===== src/rtl/conv_pkg.sv =====
// Shared constants for the 64x64 3x3 convolution subsystem: scheduler state
// encoding, image geometry and the default watchdog limit.
package conv_pkg;

    localparam int IMG_DIM         = 64;
    localparam int IMG_PIXELS      = IMG_DIM * IMG_DIM;
    localparam int TIMEOUT_DEFAULT = 50000;

    localparam int STATE_W = 3;
    localparam logic [STATE_W-1:0] S_IDLE   = 3'd0;
    localparam logic [STATE_W-1:0] S_HOST   = 3'd1;
    localparam logic [STATE_W-1:0] S_LAUNCH = 3'd2;
    localparam logic [STATE_W-1:0] S_RUN    = 3'd3;
    localparam logic [STATE_W-1:0] S_GAP    = 3'd4;
    localparam logic [STATE_W-1:0] S_DONE   = 3'd5;
    localparam logic [STATE_W-1:0] S_ERROR  = 3'd6;
    localparam logic [STATE_W-1:0] S_ABORT  = 3'd7;

endpackage


===== src/rtl/conv_watchdog.sv =====
// Saturating cycle counter with synchronous clear; flags the cycle in which an
// enabled increment would land on TIMEOUT-1.
module conv_watchdog #(
    parameter int TO_W    = 16,
    parameter int TIMEOUT = 50000
) (
    input  logic i_clk,
    input  logic i_reset,
    input  logic clear_i,
    input  logic en_i,
    output logic expire_o
);

    localparam logic [TO_W-1:0] LAST = TO_W'(TIMEOUT - 1);

    logic [TO_W-1:0] cnt_q, cnt_d;

    always_comb begin
        cnt_d = cnt_q;
        if (clear_i) begin
            cnt_d = '0;
        end else if (en_i && (cnt_q != '1)) begin
            cnt_d = cnt_q + 1'b1;
        end
    end

    always_ff @(posedge i_clk or negedge i_reset) begin
        if (!i_reset) begin
            cnt_q <= '0;
        end else begin
            cnt_q <= cnt_d;
        end
    end

    // Looking at the next count lets the scheduler leave RUN on the same edge.
    assign expire_o = en_i && (cnt_d == LAST);

endmodule


===== src/rtl/conv_layer_scheduler.sv =====
// Multi-layer sequencer for the convolution controller: one pass per layer,
// ping-pong opcode toggling, watchdog guard and host RAM arbitration.
module conv_layer_scheduler
    import conv_pkg::*;
#(
    parameter int LAYER_W = 4,
    parameter int TIMEOUT = TIMEOUT_DEFAULT,
    parameter int TO_W    = 16
) (
    input  logic               i_clk,
    input  logic               i_reset,
    input  logic               i_start,
    input  logic [LAYER_W-1:0] i_numLayers,
    input  logic               i_opcodeInit,
    input  logic               i_abort,
    input  logic               i_clear,
    input  logic               i_hostReq,
    input  logic               i_convFinish,
    output logic               o_convStart,
    output logic               o_convResetN,
    output logic               o_opcode,
    output logic [LAYER_W-1:0] o_layerIdx,
    output logic               o_hostGnt,
    output logic               o_busy,
    output logic               o_done,
    output logic               o_error
);

    logic [STATE_W-1:0] state_q, state_d;
    logic [LAYER_W-1:0] numLayers_q, numLayers_d;
    logic [LAYER_W-1:0] layerIdx_q, layerIdx_d;
    logic               opcode_q, opcode_d;
    logic               resume_q, resume_d;
    logic               errEntry_q, errEntry_d;
    logic               wdExpire;
    logic               abortable;

    conv_watchdog #(
        .TO_W    (TO_W),
        .TIMEOUT (TIMEOUT)
    ) u_watchdog (
        .i_clk    (i_clk),
        .i_reset  (i_reset),
        .clear_i  (state_q == S_LAUNCH),
        .en_i     (state_q == S_RUN),
        .expire_o (wdExpire)
    );

    always_comb begin
        state_d     = state_q;
        numLayers_d = numLayers_q;
        layerIdx_d  = layerIdx_q;
        opcode_d    = opcode_q;
        resume_d    = resume_q;
        // A host-only visit from IDLE is not part of a run, so it cannot be aborted.
        abortable   = (state_q == S_LAUNCH) || (state_q == S_RUN) ||
                      (state_q == S_GAP) || ((state_q == S_HOST) && resume_q);

        if (i_abort && abortable) begin
            state_d = S_ABORT;
        end else begin
            case (state_q)
                S_IDLE: begin
                    if (i_start) begin
                        numLayers_d = i_numLayers;
                        if (i_numLayers != '0) begin
                            opcode_d   = i_opcodeInit;
                            layerIdx_d = '0;
                            state_d    = S_LAUNCH;
                        end else begin
                            state_d = S_DONE;
                        end
                    end else if (i_hostReq) begin
                        resume_d = 1'b0;
                        state_d  = S_HOST;
                    end
                end
                S_HOST: begin
                    if (!i_hostReq) begin
                        state_d = resume_q ? S_LAUNCH : S_IDLE;
                    end
                end
                S_LAUNCH: state_d = S_RUN;
                S_RUN: begin
                    if (i_convFinish) begin
                        if (layerIdx_q == (numLayers_q - 1'b1)) begin
                            state_d = S_DONE;
                        end else begin
                            layerIdx_d = layerIdx_q + 1'b1;
                            opcode_d   = ~opcode_q;
                            state_d    = S_GAP;
                        end
                    end else if (wdExpire) begin
                        state_d = S_ERROR;
                    end
                end
                S_GAP: begin
                    if (i_hostReq) begin
                        resume_d = 1'b1;
                        state_d  = S_HOST;
                    end else begin
                        state_d = S_LAUNCH;
                    end
                end
                S_DONE:  state_d = S_IDLE;
                S_ERROR: begin
                    if (i_clear) begin
                        state_d = S_IDLE;
                    end
                end
                S_ABORT: state_d = S_IDLE;
                default: state_d = S_IDLE;
            endcase
        end

        errEntry_d = (state_d == S_ERROR) && (state_q != S_ERROR);
    end

    always_ff @(posedge i_clk or negedge i_reset) begin
        if (!i_reset) begin
            state_q     <= S_IDLE;
            numLayers_q <= '0;
            layerIdx_q  <= '0;
            opcode_q    <= 1'b0;
            resume_q    <= 1'b0;
            errEntry_q  <= 1'b0;
        end else begin
            state_q     <= state_d;
            numLayers_q <= numLayers_d;
            layerIdx_q  <= layerIdx_d;
            opcode_q    <= opcode_d;
            resume_q    <= resume_d;
            errEntry_q  <= errEntry_d;
        end
    end

    assign o_convStart  = (state_q == S_LAUNCH);
    assign o_convResetN = !((state_q == S_ABORT) || errEntry_q);
    assign o_opcode     = opcode_q;
    assign o_layerIdx   = layerIdx_q;
    assign o_hostGnt    = (state_q == S_HOST);
    assign o_busy       = (state_q != S_IDLE) && (state_q != S_ERROR);
    assign o_done       = (state_q == S_DONE);
    assign o_error      = (state_q == S_ERROR);

endmodule

===== config.mk =====
export PLATFORM = sky130hd
export DESIGN_NAME = conv_layer_scheduler
export DESIGN_NICKNAME = d
export VERILOG_FILES = /design/src/rtl/conv_pkg.sv /design/src/rtl/conv_watchdog.sv /design/src/rtl/conv_layer_scheduler.sv
export SDC_FILE = /design/constraint.sdc
export NUM_CORES = 1
export LEC_CHECK = 0
export BUFFER_PORTS_ARGS = -buffer_cell sky130_fd_sc_hd__buf_2
export CORE_MARGIN = 5
export CORE_UTILIZATION = 57
export CTS_BUF_LIST = sky130_fd_sc_hd__clkbuf_16
export DETAILED_ROUTE_END_ITERATION = 12
export GPL_ROUTABILITY_DRIVEN = 0
export GPL_TIMING_DRIVEN = 0
export PLACE_DENSITY = 0.79
export SYNTH_ARGS = -nofsm -noshare
export SYNTH_HDL_FRONTEND = slang
export SYNTH_HIERARCHICAL = 1
export SYNTH_SLANG_ARGS = --single-unit

===== constraint.sdc =====
create_clock -name i_clk -period 4 [get_ports i_clk]
set_input_delay 0.8 -clock i_clk [delete_from_list [all_inputs] [get_ports i_clk]]
set_output_delay 0.8 -clock i_clk [all_outputs]
set_load 0.1 [all_outputs]

==> results.ini, run 1 <==
[hold_path]
holdCritPathClass = flip-flop to flip-flop
min_path_cells = 2
hold_end = numLayers_q[3]
hp-start = numLayers_q[3]

[synthesis]
avgSynthCellArea_um2 = 9.23
synth_area_leader_cell = dfrtp_1
yosysMostFrequentCell = dfrtp_1
synth_top_area_share_pct = 36.3
async_reset_ff_share_pct = 100
syn_area_mm2 = 0.00207
yosysWarningCount = 6
synth-main-ff-cell = dfrtp_1
synthCells = 224
synth_edf_count = 0
yosysSeqAreaShare_pct = 36.3
synth_seq_cells = 30
syn_nets = 239
synthTopCellsByArea = dfrtp_1, nand2_1, nor2_1
synth_commonest_cells = dfrtp_1, nand2_1, nor2_1
yosysUniqueCellTypes = 62

[die]
dieArea_mm2 = 0.00493
ios = 23
die_w_um = 70.2
core-area_mm2 = 0.00342
die_h_um = 70.2
floorplan.initialDensity_pct = 60.5
rows = 21

[sta]
final-setup-viol-count = 0
relSlewSlack_pct = 30.8
skew_ns = 0.00407
fmax_mhz = 281
min_period_ns = 3.55
tightest_slew_ns = 1.02
fin_crit_sh_pct = 88.8
rsz0062_at_grt = false
slew_viol_final = 0
hold_viol = 0
setup_tns_ns = 0

[finish]
multi_input_area_mm2 = 0.00121
diodes = 0
stdcell_area_mm2 = 0.00240
area.growth.synth_to_final_pct = 16.3
nFillCells = 283
layout.nets = 268
layout-drive-gt1-share_pct = 21.7
finalNonFillerCells = 300
seqCellArea_um2 = 751

[clock_network]
cts_made_buffers = 5
post_cts_resized = 0
cts_tree = built
cts.root.buffer_cell = clkbuf_16
clk_pin_slew_ns = 0.05
cts_setup_buffers = 0
cts.sinks = 30
clk_latency_ns = 0.28
htree_levels = 2
hold_buffers = 0
clockBufferDepth = 2

[detailed_routing]
routed_via_density = 5.94
dr.pass1.iters = 4
wl_um = 4620
route.detailed.wl_per_inst_um = 15.4
drt_first_iter_violations = 143
vias = 1781
final_antenna_net_count = 0
drc = 0

[setup_path]
critPathArrivalTime_ns = 3.76
reg2reg_setup_slack_ns = 0.45
criticalPathCategory = flip-flop to flip-flop
worstReg2RegEnd = errEntry_q
worst_setup_path_start_kind = flip-flop
path_cells = buf_6, nand3b_1, clkinv_1, and3_1, nand3_2, o31ai_1, nand2_1, or4_4, nor4_2, nor2_1, nand2_1, a31oi_1, nor3_1, and4b_1
worst-path-max-fanout = 9
rr_worst_depth = 14
cpPeakStageDelay_ns = 0.43
cp-end-kind = flip-flop
crit_top_cell = nand2_1
r2r-start = state_q[2]
required_ns = 4.21
critPathSlowestCell = or4_4

[grt]
track_usage_pct = 20.3
top_usage_layer = met2
grt_remaining_overflow = 0
met3_usage_pct = 5.16
grt_antenna_before_repair = 0
grt_use_met1_pct = 29.7
grt_start_max_net_pins = 31
gr-usage-met2_pct = 29.7
grt_first_pass_wirelength_um = 8100
grt_pass1_vias = 1652

[power_and_ir_drop]
finalPower_mw = 1.72
max-vdd-ir-drop_v = 0.000637
internal_power_mw = 0.917
power_frac_comb_pct = 50.6
pwr-share-clk_pct = 24.7
power.density_mw_per_mm2 = 714
pwr-share-seq_pct = 24.7
leakagePower_nw = 1.11
p_sw_share_pct = 46.6
p_sw_mw = 0.800

[flow_run]
maxCapViolCount = 0

[status]
status = completed

[placement]
postPlaceCellArea_mm2 = 0.00224
numPortBuffers = 22
dpl.cell_count = 292
detailed_place_hpwl_um = 3260

## layer usage
layer | share of wire [%] | vias to the layer above
li1 | - | 877
met1 | 49 | 858
met2 | 46 | 40
met3 | 4.6 | 6
met4 | 0.93 | 0
met5 | 0 | -
## final cells by class
class	count	share of cell area (%)
Buffer	13	3.59
Clock buffer	5	5.20
Clock inverter	3	1.66
Inverter	7	1.09
Multi-Input combinational cell	174	50.3
Sequential cell	30	31.2
Tap cell	46	2.39
Timing Repair Buffer	22	4.58
## critical path: cells and delay by family (launching register included)
kind            cells  cell delay [ns]
simple gates       10             2.24
buf+inv             2             0.38
compound gates      2             0.49
flops               1             0.37
## cells by family after synthesis
family,after synthesis,synth area share (%)
AND/OR/NAND/NOR,110,32.4
AO/OA/AOI/OAI,46,16.8
flip-flops,30,36.3
buffers and inverters,20,5.45
XOR/XNOR,12,5.75
multiplexers,3,1.45
adder cells (fa/ha/maj),3,1.82
## per-stage QoR
step / utilization, % / setup WS (ns) / hold WS [ns]
finish: 70.4 / 0.447 / 0.510
global route: 70.4 / 0.183 / 0.559
global placement: 65.6 / 0.492 / 0.493
detailed placement: 65.6 / 0.458 / 0.491
CTS: 70.4 / 0.448 / 0.506
floorplan: - / 0.226 / 0.464
## state kept, by name, summed over array words and instances (netlist names)
signal,flops
o_layerIdx,4
u_watchdog/cnt_q,16
o_opcode,1
resume_q,1
errEntry_q,1
numLayers_q,4
state_q,3
## how the worst max path moves through the flow
stage,from,end,slack [ns],cells after the start
2_1_floorplan,state_q[1],errEntry_q,0.23,12
6_report,state_q[2],errEntry_q,0.45,14
3_5_place_dp,state_q[2],errEntry_q,0.46,14
4_1_cts,state_q[2],errEntry_q,0.45,14
5_1_grt,state_q[2],errEntry_q,0.18,14
3_3_place_gp,state_q[2],errEntry_q,0.49,14
## cell usage in the layout (no fill, tap or decap), types with 5 or more instances in the layout
cell,n
a21oi_1,9
buf_2,26
clkbuf_16,5
dfrtp_1,30
inv_1,6
nand2_1,24
nand2b_1,8
nand3_1,7
nor2_1,18
nor3_1,11
nor4_1,5
o21ai_0,10
xor2_1,7
## power groups by stage
stage / logic [mW] / registers (mW) / clock network (mW)
3_5_place_dp: 0.865 / 0.426 / 0
4_1_cts: 0.869 / 0.425 / 0.433
5_1_grt: 0.944 / 0.435 / 0.449
3_3_place_gp: 0.853 / 0.423 / 0
2_1_floorplan: 0.632 / 0.500 / 0
6_report: 0.868 / 0.425 / 0.424
Power figures use the tool's default switching activity.
==> inputs of run 2 (changes only) <==
CORE_UTILIZATION = 58   (was 57)
PLACE_DENSITY = 0.8   (was 0.79)
==> results.ini, run 2 (synthesis gave the netlist of run 1 again) <==
[clock_network]
clockBufferDepth = 2  ; unchanged
clk_pin_slew_ns = 0.05  ; about the same
clk_latency_ns = 0.27  ; about the same
post_cts_resized = 0  ; unchanged
cts_setup_buffers = 0  ; unchanged
hold_buffers = 0  ; unchanged
cts.sinks = 30  ; unchanged
htree_levels = 2  ; unchanged
cts.root.buffer_cell = clkbuf_16
cts_made_buffers = 5  ; unchanged
cts_tree = built

[sta]
fin_ws_ns = 0.437  ; -0.0101 ns
relSlewSlack_pct = 37.7  ; +6.9 points
fin_crit_sh_pct = 89.1  ; +0.25 points
fmax_mhz = 281  ; -0.28%
hold_viol = 0  ; unchanged
min_period_ns = 3.56  ; +0.0101 ns
slew_viol_final = 0  ; unchanged
final-setup-viol-count = 0  ; unchanged
whs_ns = 0.504  ; -0.00550 ns
rsz0062_at_grt = false
setup_tns_ns = 0  ; unchanged
tightest_slew_ns = 0.921  ; -0.102 ns
skew_ns = 0.00428  ; +0.000205 ns

[setup_path]
crit_start = state_q[2]
endpoint = errEntry_q
required_ns = 4.21  ; about the same
critPathSlowestCell = or4_4
crit_cells = 14  ; unchanged
path_cells = buf_6, nand3b_1, clkinv_1, and3_1, nand3_2, o31ai_1, nand2_1, or4_4, nor4_2, nor2_1, nand2_1, a31oi_1, nor3_1, and4b_1
worst-path-max-fanout = 9  ; unchanged
r2r-start = state_q[2]
criticalPathCategory = flip-flop to flip-flop
critPathArrivalTime_ns = 3.77  ; about the same
reg2reg_setup_slack_ns = 0.44  ; about the same
path_delay_family = simple AND/OR/NAND/NOR gates
cp-end-kind = flip-flop
worstReg2RegEnd = errEntry_q
cp.buffers_inverters = 2  ; unchanged
rr_worst_depth = 14  ; unchanged
worst_setup_path_start_kind = flip-flop
crit_top_cell = nand2_1
cpPeakStageDelay_ns = 0.43  ; about the same

[detailed_routing]
wl_um = 4660  ; +0.95%
vias = 1767  ; -0.79%
route.detailed.wl_per_inst_um = 15.6  ; +1.3%
drc = 0  ; unchanged
drt_first_iter_violations = 179  ; +25%
routed_via_density = 5.91  ; -0.45%
final_antenna_net_count = 0  ; unchanged
dr.pass1.iters = 4  ; unchanged

[placement]
detailed_place_hpwl_um = 3250  ; -0.24%
numPortBuffers = 22  ; unchanged
pre_cts_slack_ns = 0.510  ; +0.0520 ns
postPlaceCellArea_mm2 = 0.00224  ; unchanged

[power_and_ir_drop]
max-vdd-ir-drop_v = 0.000500  ; -21%
leakagePower_nw = 1.10  ; -1.0%
finalPower_mw = 1.64  ; -4.4%
power.density_mw_per_mm2 = 691  ; -3.1%

[die]
ios = 23  ; unchanged
die_w_um = 69.7  ; -0.75%
floorplan.initialDensity_pct = 61.0  ; +0.47 points
dieArea_mm2 = 0.00486  ; -1.5%
core-area_mm2 = 0.00339  ; -0.77%
rows = 21  ; unchanged
die_h_um = 69.7  ; -0.75%

[flow_run]
maxCapViolCount = 0  ; unchanged

[finish]
seqCellArea_um2 = 751  ; unchanged
layout-drive-gt1-share_pct = 20.6  ; -1.1 points
layout.nets = 268  ; unchanged
diodes = 0  ; unchanged
multi_input_area_mm2 = 0.00121  ; unchanged
final_common_cell = dfrtp_1
final_cell_mix = dfrtp_1, buf_2, nand2_1
area.growth.synth_to_final_pct = 14.8
nFillCells = 272  ; -3.9%
top_register = u_watchdog/cnt_q
stdcell_area_mm2 = 0.00237  ; -1.4%
largest_reg_flops = 16  ; unchanged

[grt]
grt_pass1_vias = 1768  ; +7.0%
grt_first_pass_wirelength_um = 8130  ; +0.35%
track_usage_pct = 20.6  ; +0.32 points
grt_start_max_net_pins = 31  ; unchanged
grt_remaining_overflow = 0  ; unchanged
grt_antenna_before_repair = 0  ; unchanged

[hold_path]
holdCritPathClass = flip-flop to flip-flop
min_path_cells = 2  ; unchanged

[status]
status = completed

-- run 2: how the worst min path moves through the flow --
stage                              start              to
after floorplan           numLayers_q[3]  numLayers_q[3]
after global placement    numLayers_q[3]  numLayers_q[3]
after detailed placement  numLayers_q[3]  numLayers_q[3]
after CTS                 numLayers_q[3]  numLayers_q[3]
after global routing      numLayers_q[3]  numLayers_q[3]
final                     numLayers_q[3]  numLayers_q[3]
-- run 2: layout make-up --
cell class / instances / share of cell area, %
Inverter: 7 / 1.11
Tap cell: 46 / 2.43
Clock buffer: 5 / 5.27
Clock inverter: 2 / 0.316
Timing Repair Buffer: 22 / 4.64
Buffer: 13 / 3.64
Multi-Input combinational cell: 174 / 50.9
Sequential cell: 30 / 31.6
-- run 2: power by group --
| part | switching (mW) | internal, mW | total [mW] |
|---|---|---|---|
| registers | 0.0537 | 0.369 | 0.423 |
| logic | 0.615 | 0.258 | 0.873 |
| clock network | 0.123 | 0.222 | 0.345 |
-- run 2: layer usage --
layer  vias to the layer above  wire (µm)  global-route usage, %  share of wire, %
met2                        53       2120                   31.1                46
met4                         0         19                   6.81              0.41
met3                         2        261                   6.38               5.6
met1                       837       2260                   28.0                48
li1                        875          -                      -                 -
met5                         -          0                      0                 0
-- run 2: worst min-delay path: stages, from the launching register on --
cell     delay, ns
dfrtp_1       0.35
nand2_1       0.06
nand2_1       0.06
-- run 2: through the flow --
step | utilization, % | cells
4_1_cts | 70.0 | 299
5_1_grt | 70.0 | 299
3_3_place_gp | 66.1 | 292
6_report | 70.0 | 299
2_1_floorplan | - | 224
3_5_place_dp | 66.1 | 292
